==> config.mk <==
export PLATFORM = sky130hd
export DESIGN_NAME = serial_adder
export DESIGN_NICKNAME = d
export VERILOG_FILES = /design/src/rtl/serial_adder.sv
export SDC_FILE = /design/constraint.sdc
export NUM_CORES = 1
export LEC_CHECK = 0
export CORE_ASPECT_RATIO = 0.75
export CORE_UTILIZATION = 62
export CTS_CLUSTER_DIAMETER = 40
export DETAILED_ROUTE_END_ITERATION = 6
export DONT_BUFFER_PORTS = 1
export HOLD_SLACK_MARGIN = 0.12
export PLACE_DENSITY = 0.75
export SETUP_SLACK_MARGIN = 0.02
export SLEW_MARGIN = 20
export SYNTH_ARGS = -nofsm -noshare
export SYNTH_HDL_FRONTEND = slang
export SYNTH_SLANG_ARGS = --single-unit
export TNS_END_PERCENT = 10
==> constraint.sdc <==
create_clock -name Clock_In -period 2.29 [get_ports Clock_In]
set_input_delay 0.458 -clock Clock_In [delete_from_list [all_inputs] [get_ports Clock_In]]
set_output_delay 0.458 -clock Clock_In [all_outputs]
set_load 0.05 [all_outputs]
==> src/rtl/serial_adder.sv <==
`default_nettype none
// ============================================================================
//  Module      : serial_adder
//  Description : Bit-serial, LSB-first binary adder built around a single
//                full-adder cell with a registered carry. A Start/Done
//                handshake frames each operation; the result registers hold
//                the last completed sum until the next operation finishes.
//  Revision    : 1.0 - initial release
// ============================================================================
module serial_adder #(
    parameter int DATA_WIDTH = 8
) (
    input  logic                  Clock_In,
    input  logic                  Reset_In,
    input  logic                  Start_In,
    input  logic [DATA_WIDTH-1:0] Data_A_In,
    input  logic [DATA_WIDTH-1:0] Data_B_In,
    input  logic                  Carry_In,
    output logic                  Busy_Out,
    output logic                  Done_Out,
    output logic [DATA_WIDTH-1:0] Sum_Out,
    output logic                  Carry_Out,
    output logic                  Overflow_Out
);

    // Bit counter width is derived from the operand width.
    localparam int CNT_WIDTH = $clog2(DATA_WIDTH) + 1;

    // Counter value seen during the final (MSB) shift cycle.
    localparam logic [CNT_WIDTH-1:0] c_cnt_last = CNT_WIDTH'(DATA_WIDTH - 1);

    typedef enum logic [1:0] {
        S_IDLE  = 2'd0,
        S_SHIFT = 2'd1,
        S_DONE  = 2'd2
    } state_t;

    state_t                  r_state;
    state_t                  w_state_next;

    logic [DATA_WIDTH-1:0]   r_a_sr;
    logic [DATA_WIDTH-1:0]   r_b_sr;
    logic [DATA_WIDTH-1:0]   r_sum_sr;
    logic                    r_carry;
    logic                    r_msb_cin;
    logic [CNT_WIDTH-1:0]    r_cnt;

    logic [DATA_WIDTH-1:0]   r_sum_out;
    logic                    r_carry_out;
    logic                    r_ovf_out;

    logic                    w_sum_bit;
    logic                    w_carry_next;
    logic                    w_last_bit;
    logic                    w_accept;
    logic [DATA_WIDTH-1:0]   w_sum_shifted;

    // The shared full-adder cell operating on the current operand LSBs.
    assign w_sum_bit     = r_a_sr[0] ^ r_b_sr[0] ^ r_carry;
    assign w_carry_next  = (r_a_sr[0] & r_b_sr[0]) |
                           (r_b_sr[0] & r_carry)   |
                           (r_a_sr[0] & r_carry);

    // Sum register fills from the MSB end so bit 0 lands at the LSB last.
    assign w_sum_shifted = {w_sum_bit, r_sum_sr[DATA_WIDTH-1:1]};

    assign w_last_bit    = (r_state == S_SHIFT) && (r_cnt == c_cnt_last);

    // A new operation may be accepted from IDLE or back-to-back from DONE.
    assign w_accept      = Start_In && ((r_state == S_IDLE) || (r_state == S_DONE));

    // State register.
    always_ff @(posedge Clock_In) begin
        if (Reset_In) begin
            r_state <= S_IDLE;
        end else begin
            r_state <= w_state_next;
        end
    end

    // Next-state logic.
    always_comb begin
        w_state_next = r_state;
        case (r_state)
            S_IDLE: begin
                if (Start_In) begin
                    w_state_next = S_SHIFT;
                end
            end
            S_SHIFT: begin
                if (r_cnt == c_cnt_last) begin
                    w_state_next = S_DONE;
                end
            end
            S_DONE: begin
                if (Start_In) begin
                    w_state_next = S_SHIFT;
                end else begin
                    w_state_next = S_IDLE;
                end
            end
            default: begin
                w_state_next = S_IDLE;
            end
        endcase
    end

    // Operand shift registers, carry flop, counter and sum shift register.
    always_ff @(posedge Clock_In) begin
        if (Reset_In) begin
            r_a_sr    <= '0;
            r_b_sr    <= '0;
            r_sum_sr  <= '0;
            r_carry   <= 1'b0;
            r_msb_cin <= 1'b0;
            r_cnt     <= '0;
        end else if (w_accept) begin
            r_a_sr    <= Data_A_In;
            r_b_sr    <= Data_B_In;
            r_carry   <= Carry_In;
            r_cnt     <= '0;
        end else if (r_state == S_SHIFT) begin
            r_a_sr    <= r_a_sr >> 1;
            r_b_sr    <= r_b_sr >> 1;
            r_sum_sr  <= w_sum_shifted;
            r_carry   <= w_carry_next;
            r_cnt     <= r_cnt + 1'b1;
            if (w_last_bit) begin
                // Carry into the MSB, kept for the overflow flag.
                r_msb_cin <= r_carry;
            end
        end
    end

    // Result registers: updated only on the edge that enters DONE.
    always_ff @(posedge Clock_In) begin
        if (Reset_In) begin
            r_sum_out   <= '0;
            r_carry_out <= 1'b0;
            r_ovf_out   <= 1'b0;
        end else if (w_last_bit) begin
            r_sum_out   <= w_sum_shifted;
            r_carry_out <= w_carry_next;
            r_ovf_out   <= r_carry ^ w_carry_next;
        end
    end

    assign Busy_Out     = (r_state == S_SHIFT);
    assign Done_Out     = (r_state == S_DONE);
    assign Sum_Out      = r_sum_out;
    assign Carry_Out    = r_carry_out;
    assign Overflow_Out = r_ovf_out;

endmodule
`default_nettype wire

==> reports/metrics.cfg, run 1 <==
[synthesis]
synth_adder_area_share_pct = 2.01
yosysSeqAreaShare_pct = 49.5
yosysWarnings = 0
synthCells = 189
synth_simple_gate_area_share_pct = 19.3
syn_area_um2 = 1620
synthMuxAreaShare_pct = 1.86
synth_compound_area_share_pct = 19.1
synth_top_family_by_area = simple AND/OR/NAND/NOR gates
syn_avg_cell_area_um2 = 8.55
synth_seq_cells = 40
ys_types = 28
synth-xor-area-share_pct = 1.63
syn-num-nets = 211

[min_path]
hold_depth = 1
hp-start = Reset_In
holdPathEnd = r_sum_sr[2]
worstHoldPathType = in2reg

[sta]
fin_worst_skew_ps = 5.51
hold_violations = 0
max_slew_margin_pct = 53.2
period_minus_slack_ps = 1690
rsz0062_at_grt = no
slew_violations = 0
finalWorstSetupSlack_ps = 596
worstMarginPinSlew_ps = 702
finalSetupViolCount = 0
final.setup.tns_ps = 0
max_freq_mhz = 590
min_period_over_period_pct = 74.0
holdWs_ps = 157

[route]
drt_pre_antenna_iters = 4
drc = 0
drt_first_iter_violations = 60
postRouteWirelength_mm = 3.17
dr_total_vias = 1277
ant_nets = 0
wl_per_cell_um = 14.7
viasPerCell = 5.94

[power]
power_density_nw_per_um2 = 760
vdd_drop_max_v = 0.000470
p_leak_nw = 0.551

[clock_network]
post_cts_buffers = 0
cts_buffer_depth = 2
path_clk_slew_ps = 110
cts_buffers = 5
postCtsHoldBufs = 0
cts_resized = 0
clockRootBuffer = clkbuf_4
htreeDepth = 2
clock-sinks = 40
cts_tree = done
insertion_delay_ps = 350

[final_layout]
nets = 202
drive_above_1_share_pct = 5.52
diodes = 0
design_area_um2 = 1630
area_delta_synth_final_pct = 1.08
multi_input_area_um2 = 709
seq_area_um2 = 801
fillers = 226

[worst_setup_path]
crit_required_ps = 1830
r2r_setup_slack_ps = 740
path_delay_family = flip-flops
cp-end-kind = output port
rr_startpoint = r_state[0]
crit_type = reg2out
ff2ff_path_depth = 5
max_stage_delay_ps = 390
crit_path_start_kind = flop
r2r-end = r_carry
critPathMaxFanout = 18
crit_path_top_delay_cell = dfxtp_1
worstPathArrival_ps = 1240
path_buf_inv = 1
crit_chain = nand2b_1 -> inv_2

[global_routing]
grt_pass1_wl_mm = 4.88
grt_pass1_vias = 1079
grt_use_total_pct = 25.1
grt_max_degree = 36
antenna_found_initial = 0
overflow = 0

[run]
maxCapViolations = 0

[floorplan]
start_util_pct = 67.8
dieWidth_um = 61.0
placementRows = 15
core_um2 = 2380
dieArea_um2 = 2820
ios = 32
die_h_um = 46.2

[placed_design]
place_area_um2 = 1580
portBuffers = 0
place_ws_ps = 770
gp_congestion = 0.759
dpl.hpwl_mm = 2.03

[status]
status = finished clean

==> cell usage in the layout, fill, tap and decap left out, drive strengths merged <==
| master | netlist | routed |
|---|---|---|
| a31oi | 7 | 7 |
| o22ai | 5 | 5 |
| inv | 2 | 2 |
| nand2 | 28 | 28 |
| or3 | 1 | 1 |
| nor2 | 1 | 1 |
| a311oi | 1 | 1 |
| ha | 1 | 1 |
| and3b | 1 | 1 |
| and2b | 2 | 2 |
| mux2i | 3 | 3 |
| nor3 | 16 | 16 |
| nand3 | 13 | 13 |
| a21oi | 21 | 21 |
| a22oi | 3 | 3 |
| a211oi | 1 | 1 |
| o21ai | 17 | 17 |
| xor2 | 1 | 1 |
| nand3b | 2 | 2 |
| xnor2 | 2 | 2 |
| nand2b | 2 | 2 |
| buf | 11 | 2 |
| clkbuf | 7 | 8 |
| dfxtp | 40 | 40 |
| fa | 1 | 1 |
==> how the worst max path moves through the flow <==
stage / cells after the start / slack, ps / from / to
finish: 2 / 600 / r_state[0] / Busy_Out
global route: 2 / 520 / r_state[0] / Busy_Out
CTS: 2 / 590 / r_state[1] / Busy_Out
detailed placement: 5 / 770 / r_state[1] / r_a_sr[1]
global placement: 5 / 810 / r_state[1] / r_cnt[0]
floorplan: 5 / 850 / r_state[1] / Busy_Out
==> sequential cells by signal, summed over array words and instances (netlist names) <==
| name | count |
|---|---|
| Carry_Out | 1 |
| r_state | 2 |
| r_a_sr | 8 |
| Overflow_Out | 1 |
| r_carry | 1 |
| Sum_Out | 8 |
| r_b_sr | 8 |
| r_sum_sr | 7 |
| r_cnt | 4 |
==> power breakdown <==
| part | switching (mW) | internal (mW) |
|---|---|---|
| clock | 0.223 | 0.152 |
| sequential | 0.0204 | 0.727 |
| combinational | 0.0775 | 0.0422 |
==> synthesized netlist by cell type <==
| cell | count | area share, % |
|---|---|---|
| o21ai_0 | 17 | 5.3 |
| a21oi_1 | 21 | 6.5 |
| nor3_1 | 16 | 5.0 |
| mux2i_1 | 3 | 1.9 |
| nand3_1 | 13 | 4.0 |
| ha_1 | 1 | 0.77 |
| o22ai_1 | 5 | 1.9 |
| a31oi_1 | 7 | 2.7 |
| xor2_1 | 1 | 0.54 |
| xnor2_1 | 2 | 1.1 |
| nand3b_1 | 2 | 0.93 |
| inv_2 | 1 | 0.23 |
| buf_2 | 7 | 2.2 |
| nand2_1 | 28 | 6.5 |
| a211oi_2 | 1 | 0.77 |
| buf_6 | 2 | 1.4 |
| dfxtp_1 | 40 | 50 |
| a311oi_1 | 1 | 0.54 |
| a22oi_1 | 3 | 1.4 |
| nor2_1 | 1 | 0.23 |
| and2b_1 | 2 | 0.93 |
| clkbuf_1 | 7 | 1.6 |
| buf_4 | 2 | 0.93 |
| and3b_1 | 1 | 0.54 |
| nand2b_1 | 2 | 0.77 |
| inv_1 | 1 | 0.23 |
| fa_1 | 1 | 1.2 |
| or3_1 | 1 | 0.39 |
==> layout make-up <==
| type | count | area share (%) |
|---|---|---|
| Clock buffer | 8 | 3.60 |
| Multi-Input combinational cell | 129 | 43.4 |
| Inverter | 2 | 0.459 |
| Sequential cell | 40 | 49.0 |
| Tap cell | 34 | 2.60 |
| Timing Repair Buffer | 2 | 0.919 |
==> through the flow <==
stage                     util [%]  std cells  power, mW
after floorplan                  -        189      0.878
after global placement        66.1        207      0.878
after detailed placement      66.1        207      0.881
after CTS                     68.6        215       1.24
after global routing          68.6        215       1.29
final                         68.6        215       1.24
==> layer usage <==
metal	vias to the layer above	wire length (um)	share of wire [%]	track usage (%)
li1	651	-	-	-
met1	576	1560	49	32.0
met2	42	1320	42	37.4
met3	8	218	6.9	8.99
met4	0	69	2.2	13.6
met5	-	0	0	0
==> kinds of logic after synthesis <==
kind of cell,Yosys count
xor gates and xnor gates,3
adders and majority gates,2
DFF,40
and+or+nand+nor,66
AOI/OAI and AO/OA,55
muxes,3
buffers and inverters,20
Power figures use the tool's default switching activity.
==> inputs of run 2 (changes only) <==
--- a/config.mk
+++ b/config.mk
@@ -6,12 +6,12 @@
 export NUM_CORES = 1
 export LEC_CHECK = 0
 export CORE_ASPECT_RATIO = 0.75
-export CORE_UTILIZATION = 62
+export CORE_UTILIZATION = 55
 export CTS_CLUSTER_DIAMETER = 40
 export DETAILED_ROUTE_END_ITERATION = 6
 export DONT_BUFFER_PORTS = 1
 export HOLD_SLACK_MARGIN = 0.12
-export PLACE_DENSITY = 0.75
+export PLACE_DENSITY = 0.7
 export SETUP_SLACK_MARGIN = 0.02
 export SLEW_MARGIN = 20
 export SYNTH_ARGS = -nofsm -noshare
==> constraint.sdc (replaced) <==
create_clock -name Clock_In -period 1.5 [get_ports Clock_In]
set_input_delay 0.3 -clock Clock_In [delete_from_list [all_inputs] [get_ports Clock_In]]
set_output_delay 0.3 -clock Clock_In [all_outputs]
set_load 0.05 [all_outputs]
==> run 2 against run 1 <==
Effect of this change:
- critical endpoint is now Done_Out
- critical path depth decreased by 1
- largest power group unchanged
- worst setup slack got worse by 520 ps
- hold slack improved by 42 ps
- non-clock buffer count increased by 16
- count of clock-buffer cells in the layout unchanged
==> reports/metrics.cfg, run 2 (synthesis results as in run 1) <==
[status]
status = finished clean

[worst_setup_path]
worstPathArrival_ps = 1130  ; -110 ps
critPathMaxFanout = 5  ; -13
ff2ff_path_depth = 6  ; +1
crit_path_top_delay_cell = and2b_1
crit_path_start_kind = flop
path_delay_family = simple AND/OR/NAND/NOR gates
crit_cells = 1  ; -1
crit_chain = and2b_1
max_stage_delay_ps = 490  ; +100 ps
crit_required_ps = 1200  ; -630 ps
crit_type = reg2out
r2r_setup_slack_ps = 140  ; -600 ps
cp-end-kind = output port
path_buf_inv = 0  ; -1

[sta]
min_period_over_period_pct = 95.2
fin_worst_skew_ps = 7.01  ; +1.50 ps
holdWs_ps = 199  ; +41.8 ps
rsz0062_at_grt = yes
slew_violations = 0  ; unchanged
period_minus_slack_ps = 1430
worstMarginPinSlew_ps = 502  ; -200 ps
max_slew_margin_pct = 66.5  ; +13 points
finalWorstSetupSlack_ps = 71.5  ; -524 ps
final.setup.tns_ps = 0  ; unchanged
max_freq_mhz = 700
finalSetupViolCount = 0  ; unchanged
hold_violations = 0  ; unchanged

[min_path]
hold_depth = 2  ; +1
worstHoldPathType = in2reg

[global_routing]
grt_pass1_wl_mm = 5.76  ; +18%
grt_pass1_vias = 1229  ; +14%
grt_use_total_pct = 24.6  ; -0.49 points
grt_max_degree = 35  ; -2.8%
antenna_found_initial = 0  ; unchanged
overflow = 0  ; unchanged

[power]
vdd_drop_max_v = 0.000805  ; +71%
p_leak_nw = 0.657  ; +19%
power_density_nw_per_um2 = 1150  ; +51%

[final_layout]
drive_above_1_share_pct = 13.7  ; +8.2 points
layout_commonest_cell = dfxtp_1
area_delta_synth_final_pct = 13.2
diodes = 0  ; unchanged
nets = 218  ; +7.9%
fillers = 212  ; -6.2%
most-common-layout-cells = dfxtp_1, nand2_1, a21oi_1

[clock_network]
clock-sinks = 40  ; unchanged
insertion_delay_ps = 290  ; -60 ps
clockRootBuffer = clkbuf_8
htreeDepth = 2  ; unchanged
cts_tree = done
cts_buffers = 5  ; unchanged
path_clk_slew_ps = 70  ; -40 ps
cts_buffer_depth = 2  ; unchanged

[route]
wl_per_cell_um = 15.3  ; +4.1%
ant_nets = 0  ; unchanged
dr_total_vias = 1361  ; +6.6%
drc = 0  ; unchanged
viasPerCell = 5.84  ; -1.7%
postRouteWirelength_mm = 3.57  ; +13%
drt_pre_antenna_iters = 4  ; unchanged
drt_first_iter_violations = 76  ; +27%

[floorplan]
start_util_pct = 59.8  ; -8.0 points
core_um2 = 2700  ; +13%
dieWidth_um = 64.6  ; +6.0%
ios = 32  ; unchanged
dieArea_um2 = 3160  ; +12%
die_h_um = 49.0  ; +5.9%
placementRows = 16  ; +1

[placed_design]
place_ws_ps = 103  ; -667 ps
portBuffers = 0  ; unchanged
dpl.hpwl_mm = 2.30  ; +13%
gp_congestion = 0.805  ; +6.0%

[run]
maxCapViolations = 0  ; unchanged

==> run 2: cell count changes in the layout (fill, tap and decap cells not counted), sizes merged <==
| cell | delta |
|---|---|
| buf | +16 |
==> run 2: metal layers <==
metal	wire length (um)	share of wire [%]	GRT usage, %	vias to the layer above
met5	0	0	0	-
met4	51	1.4	14.4	0
met3	285	8.0	7.24	6
met2	1590	44	35.3	51
met1	1650	46	32.7	627
li1	-	-	-	677
==> run 2: report_power, final <==
part	internal (mW)	total, mW	leakage, nW	switching, mW
logic	0.100	0.243	0.286	0.142
clock network	0.375	0.719	0.0455	0.344
registers	1.11	1.14	0.326	0.0322
==> run 2: metrics by stage <==
stage / total power, mW / instance area, um2 / utilization, % / instances
floorplan: 1.34 / 1620 / - / 189
global placement: 1.37 / 1690 / 62.6 / 221
detailed placement: 1.38 / 1690 / 62.6 / 221
CTS: 2.10 / 1800 / 66.6 / 231
global route: 2.21 / 1830 / 67.7 / 233
finish: 2.10 / 1830 / 67.7 / 233
==> run 2: worst paths after layout <==
check              end    startpoint
max reg2reg  r_a_sr[0]    r_state[1]
max           Done_Out    r_state[0]
min reg2reg  r_b_sr[3]     r_b_sr[4]
min          r_a_sr[1]  Data_A_In[1]
==> run 2: layout make-up <==
cell class                 count  area [um2]  share of cell area [%]
clock buffer                   8        90.1                    4.92
inverter                       2        10.0                   0.547
multi-input combinational    129         711                    38.9
sequential                    40         801                    43.8
tap                           36        45.0                    2.46
timing repair buffer          18         173                    9.44
==> run 2: repair_timing <==
item,4_1_cts,5_1_grt
cloned,0,0
buffers inserted,2,1
endpoints found under the hold margin,33,33
gates resized for setup,1,1
endpoints found under the setup margin,1,11
==> run 2: worst register-to-register path: cells and delay by family (launching register included) <==
family          cells  cell delay [ps]
buf+inv             3              390
simple gates        1              230
flops               1              350
compound gates      2              270
==> inputs of run 3 (changes only) <==
--- a/config.mk
+++ b/config.mk
@@ -6,12 +6,12 @@
 export NUM_CORES = 1
 export LEC_CHECK = 0
 export CORE_ASPECT_RATIO = 0.75
-export CORE_UTILIZATION = 55
+export CORE_UTILIZATION = 61
 export CTS_CLUSTER_DIAMETER = 40
 export DETAILED_ROUTE_END_ITERATION = 6
 export DONT_BUFFER_PORTS = 1
 export HOLD_SLACK_MARGIN = 0.12
-export PLACE_DENSITY = 0.7
+export PLACE_DENSITY = 0.74
 export SETUP_SLACK_MARGIN = 0.02
 export SLEW_MARGIN = 20
 export SYNTH_ARGS = -nofsm -noshare
==> constraint.sdc (replaced) <==
create_clock -name Clock_In -period 1.6 [get_ports Clock_In]
set_input_delay 0.32 -clock Clock_In [delete_from_list [all_inputs] [get_ports Clock_In]]
set_output_delay 0.32 -clock Clock_In [all_outputs]
set_load 0.05 [all_outputs]
==> run 3 against run 2 <==
Effect of this change:
- count of clock-buffer cells in the layout decreased by 3
- via count decreased by 0.59%
- clock skew increased by 2.8 ps
- register-to-register slack got worse by 70 ps
- core utilization increased by 7.6 points
- first-iteration DRC count increased by 99%
- critical path depth increased by 4
- die area decreased by 9.5%
- hold slack got worse by 46 ps
- sequential cell count unchanged
- non-clock buffer count decreased by 3
- critical path type is now reg2reg
==> reports/metrics.cfg, run 3 (synthesis results as in run 1) <==
[global_routing]
grt_pass1_wl_mm = 5.93  ; +3.0%
antenna_found_initial = 0  ; unchanged
grt_pass1_vias = 1252  ; +1.9%
grt_use_total_pct = 29.7  ; +5.1 points
grt_max_degree = 32  ; -8.6%
overflow = 0  ; unchanged

[min_path]
worstHoldPathType = in2reg

[sta]
finalSetupViolCount = 0  ; unchanged
holdWs_ps = 154  ; -45.6 ps
max_freq_mhz = 654
hold_violations = 0  ; unchanged
max_slew_margin_pct = 63.2  ; -3.3 points
period_minus_slack_ps = 1530
rsz0062_at_grt = yes
worstMarginPinSlew_ps = 552  ; +49.9 ps
min_period_over_period_pct = 95.5
fin_worst_skew_ps = 9.83  ; +2.83 ps
slew_violations = 0  ; unchanged

[clock_network]
cts_tree = done
clock-sinks = 40  ; unchanged
clockRootBuffer = clkbuf_4
insertion_delay_ps = 350  ; +60 ps
htreeDepth = 2  ; unchanged
cts_buffers = 5  ; unchanged
cts_buffer_depth = 2  ; unchanged
path_clk_slew_ps = 120  ; +50 ps
post_cts_buffers = 0  ; -2

[route]
wl_per_cell_um = 15.7  ; +2.6%
ant_nets = 0  ; unchanged
drc = 0  ; unchanged
drt_first_iter_violations = 151  ; +99%
postRouteWirelength_mm = 3.57  ; about the same
viasPerCell = 5.96  ; +2.0%
drt_pre_antenna_iters = 4  ; unchanged
dr_total_vias = 1353  ; -0.59%

[worst_setup_path]
crit_required_ps = 1900  ; +700 ps
crit_type = reg2reg
worstPathArrival_ps = 1820  ; +690 ps
crit_path_top_delay_cell = dlygate4sd3_1
crit_chain = nand2b_2 -> buf_6 -> nand2_1 -> a21oi_1 -> dlygate4sd3_1
crit_path_start_kind = flop
max_stage_delay_ps = 550  ; +60 ps
critPathMaxFanout = 12  ; +7
cp-end-kind = flop

[power]
vdd_drop_max_v = 0.000619  ; -23%
power_frac_clock_pct = 38.1  ; +3.9 points
p_sw_mw = 0.486  ; -6.4%
total_power_mw = 2.09  ; -0.58%
sw_frac_of_total_pct = 23.2  ; -1.4 points
p_seq_share_pct = 51.3  ; -3.0 points
combPwrFrac_pct = 10.6  ; -0.9 points
p_leak_nw = 0.649  ; -1.2%
intPower_mw = 1.61  ; +1.3%
power_density_nw_per_um2 = 1160  ; +0.59%

[floorplan]
die_h_um = 46.6  ; -4.8%
ios = 32  ; unchanged
core_um2 = 2400  ; -11%
dieArea_um2 = 2860  ; -9.5%
placementRows = 15  ; -1
dieWidth_um = 61.4  ; -4.9%
start_util_pct = 67.3  ; +7.5 points

[final_layout]
fillers = 186  ; -12%
drive_above_1_share_pct = 12.4  ; -1.3 points
design_area_um2 = 1810  ; -1.2%
final_util_pct = 75.3  ; +7.6 points
nets = 215  ; -1.4%
most-common-layout-cells = dfxtp_1, nand2_1, a21oi_1
layout_commonest_cell = dfxtp_1
seq_area_um2 = 801  ; unchanged
stdcell_count = 227  ; -2.6%
multi_input_area_um2 = 713  ; +0.35%
diodes = 0  ; unchanged
area_delta_synth_final_pct = 11.8

[placed_design]
place_area_um2 = 1680  ; -1.0%
gp_congestion = 0.774  ; -3.8%
portBuffers = 0  ; unchanged
dpl.hpwl_mm = 2.33  ; +1.3%
place_inst = 217  ; -1.8%

[run]
maxCapViolations = 0  ; unchanged

[status]
status = finished clean

[run 3: cell types whose count changed in the layout (fill, tap and decap cells not counted), moves of 2 or more]
cell and delta:
dlygate4sd3_1 +2, clkbuf_8 -6, clkbuf_4 +5, clkbuf_1 -2, bufinv_16 +2, buf_4 -6
[run 3: final cells by class]
cell class                 count  area share (%)
multi-input combinational    129            39.4
inverter                       2           0.554
sequential                    40            44.3
clock inverter                 2            3.32
timing repair buffer          15            7.96
clock buffer                   5            2.08
tap                           34            2.35
[run 3: metrics by stage]
step | TNS, ps | setup slack (ps)
finish | 0 | 72.1
global route | -26.2 | -25.9
CTS | 0 | 50.0
detailed placement | 0 | 218
global placement | 0 | 312
floorplan | 0 | 301
[run 3: power by group through the flow]
stage                     registers, mW  clock network [mW]  logic (mW)
final                              1.07               0.798       0.222
after global routing               1.08               0.841       0.248
after CTS                          1.07               0.806       0.216
after detailed placement           1.09                   0       0.202
after global placement             1.09                   0       0.195
after floorplan                    1.08                   0       0.173
[run 3: repair_timing]
action	in CTS	in global routing
resized for setup	0	4
hold endpoints to repair	33	0
hold buffers	3	0
setup endpoints to repair	0	4
[run 3: worst paths after layout]
kind | startpoint | end | slack, ps | cells after the start
worst min-delay path | Data_A_In[0] | r_a_sr[0] | 150 | 2
worst min register to register | r_b_sr[4] | r_b_sr[3] | 480 | 2
worst max register to register | r_state[1] | r_sum_sr[3] | 70 | 5
worst max-delay path | r_state[1] | r_sum_sr[3] | 70 | 5
[run 3: metal layers]
metal / track usage, % / part of all wire [%] / vias to the layer above
li1: - / - / 675
met1: 38.6 / 45 / 628
met2: 45.7 / 46 / 44
met3: 9.83 / 7.0 / 6
met4: 12.0 / 1.2 / 0
met5: 0 / 0 / -
[run 3: critical path, delay by kind of cell, from the launching register on]
family | cells | cell delay [ps]
AOI/OAI and AO/OA | 1 | 130
and+or+nand+nor | 2 | 260
buffers and inverters | 2 | 710
DFF | 1 | 370
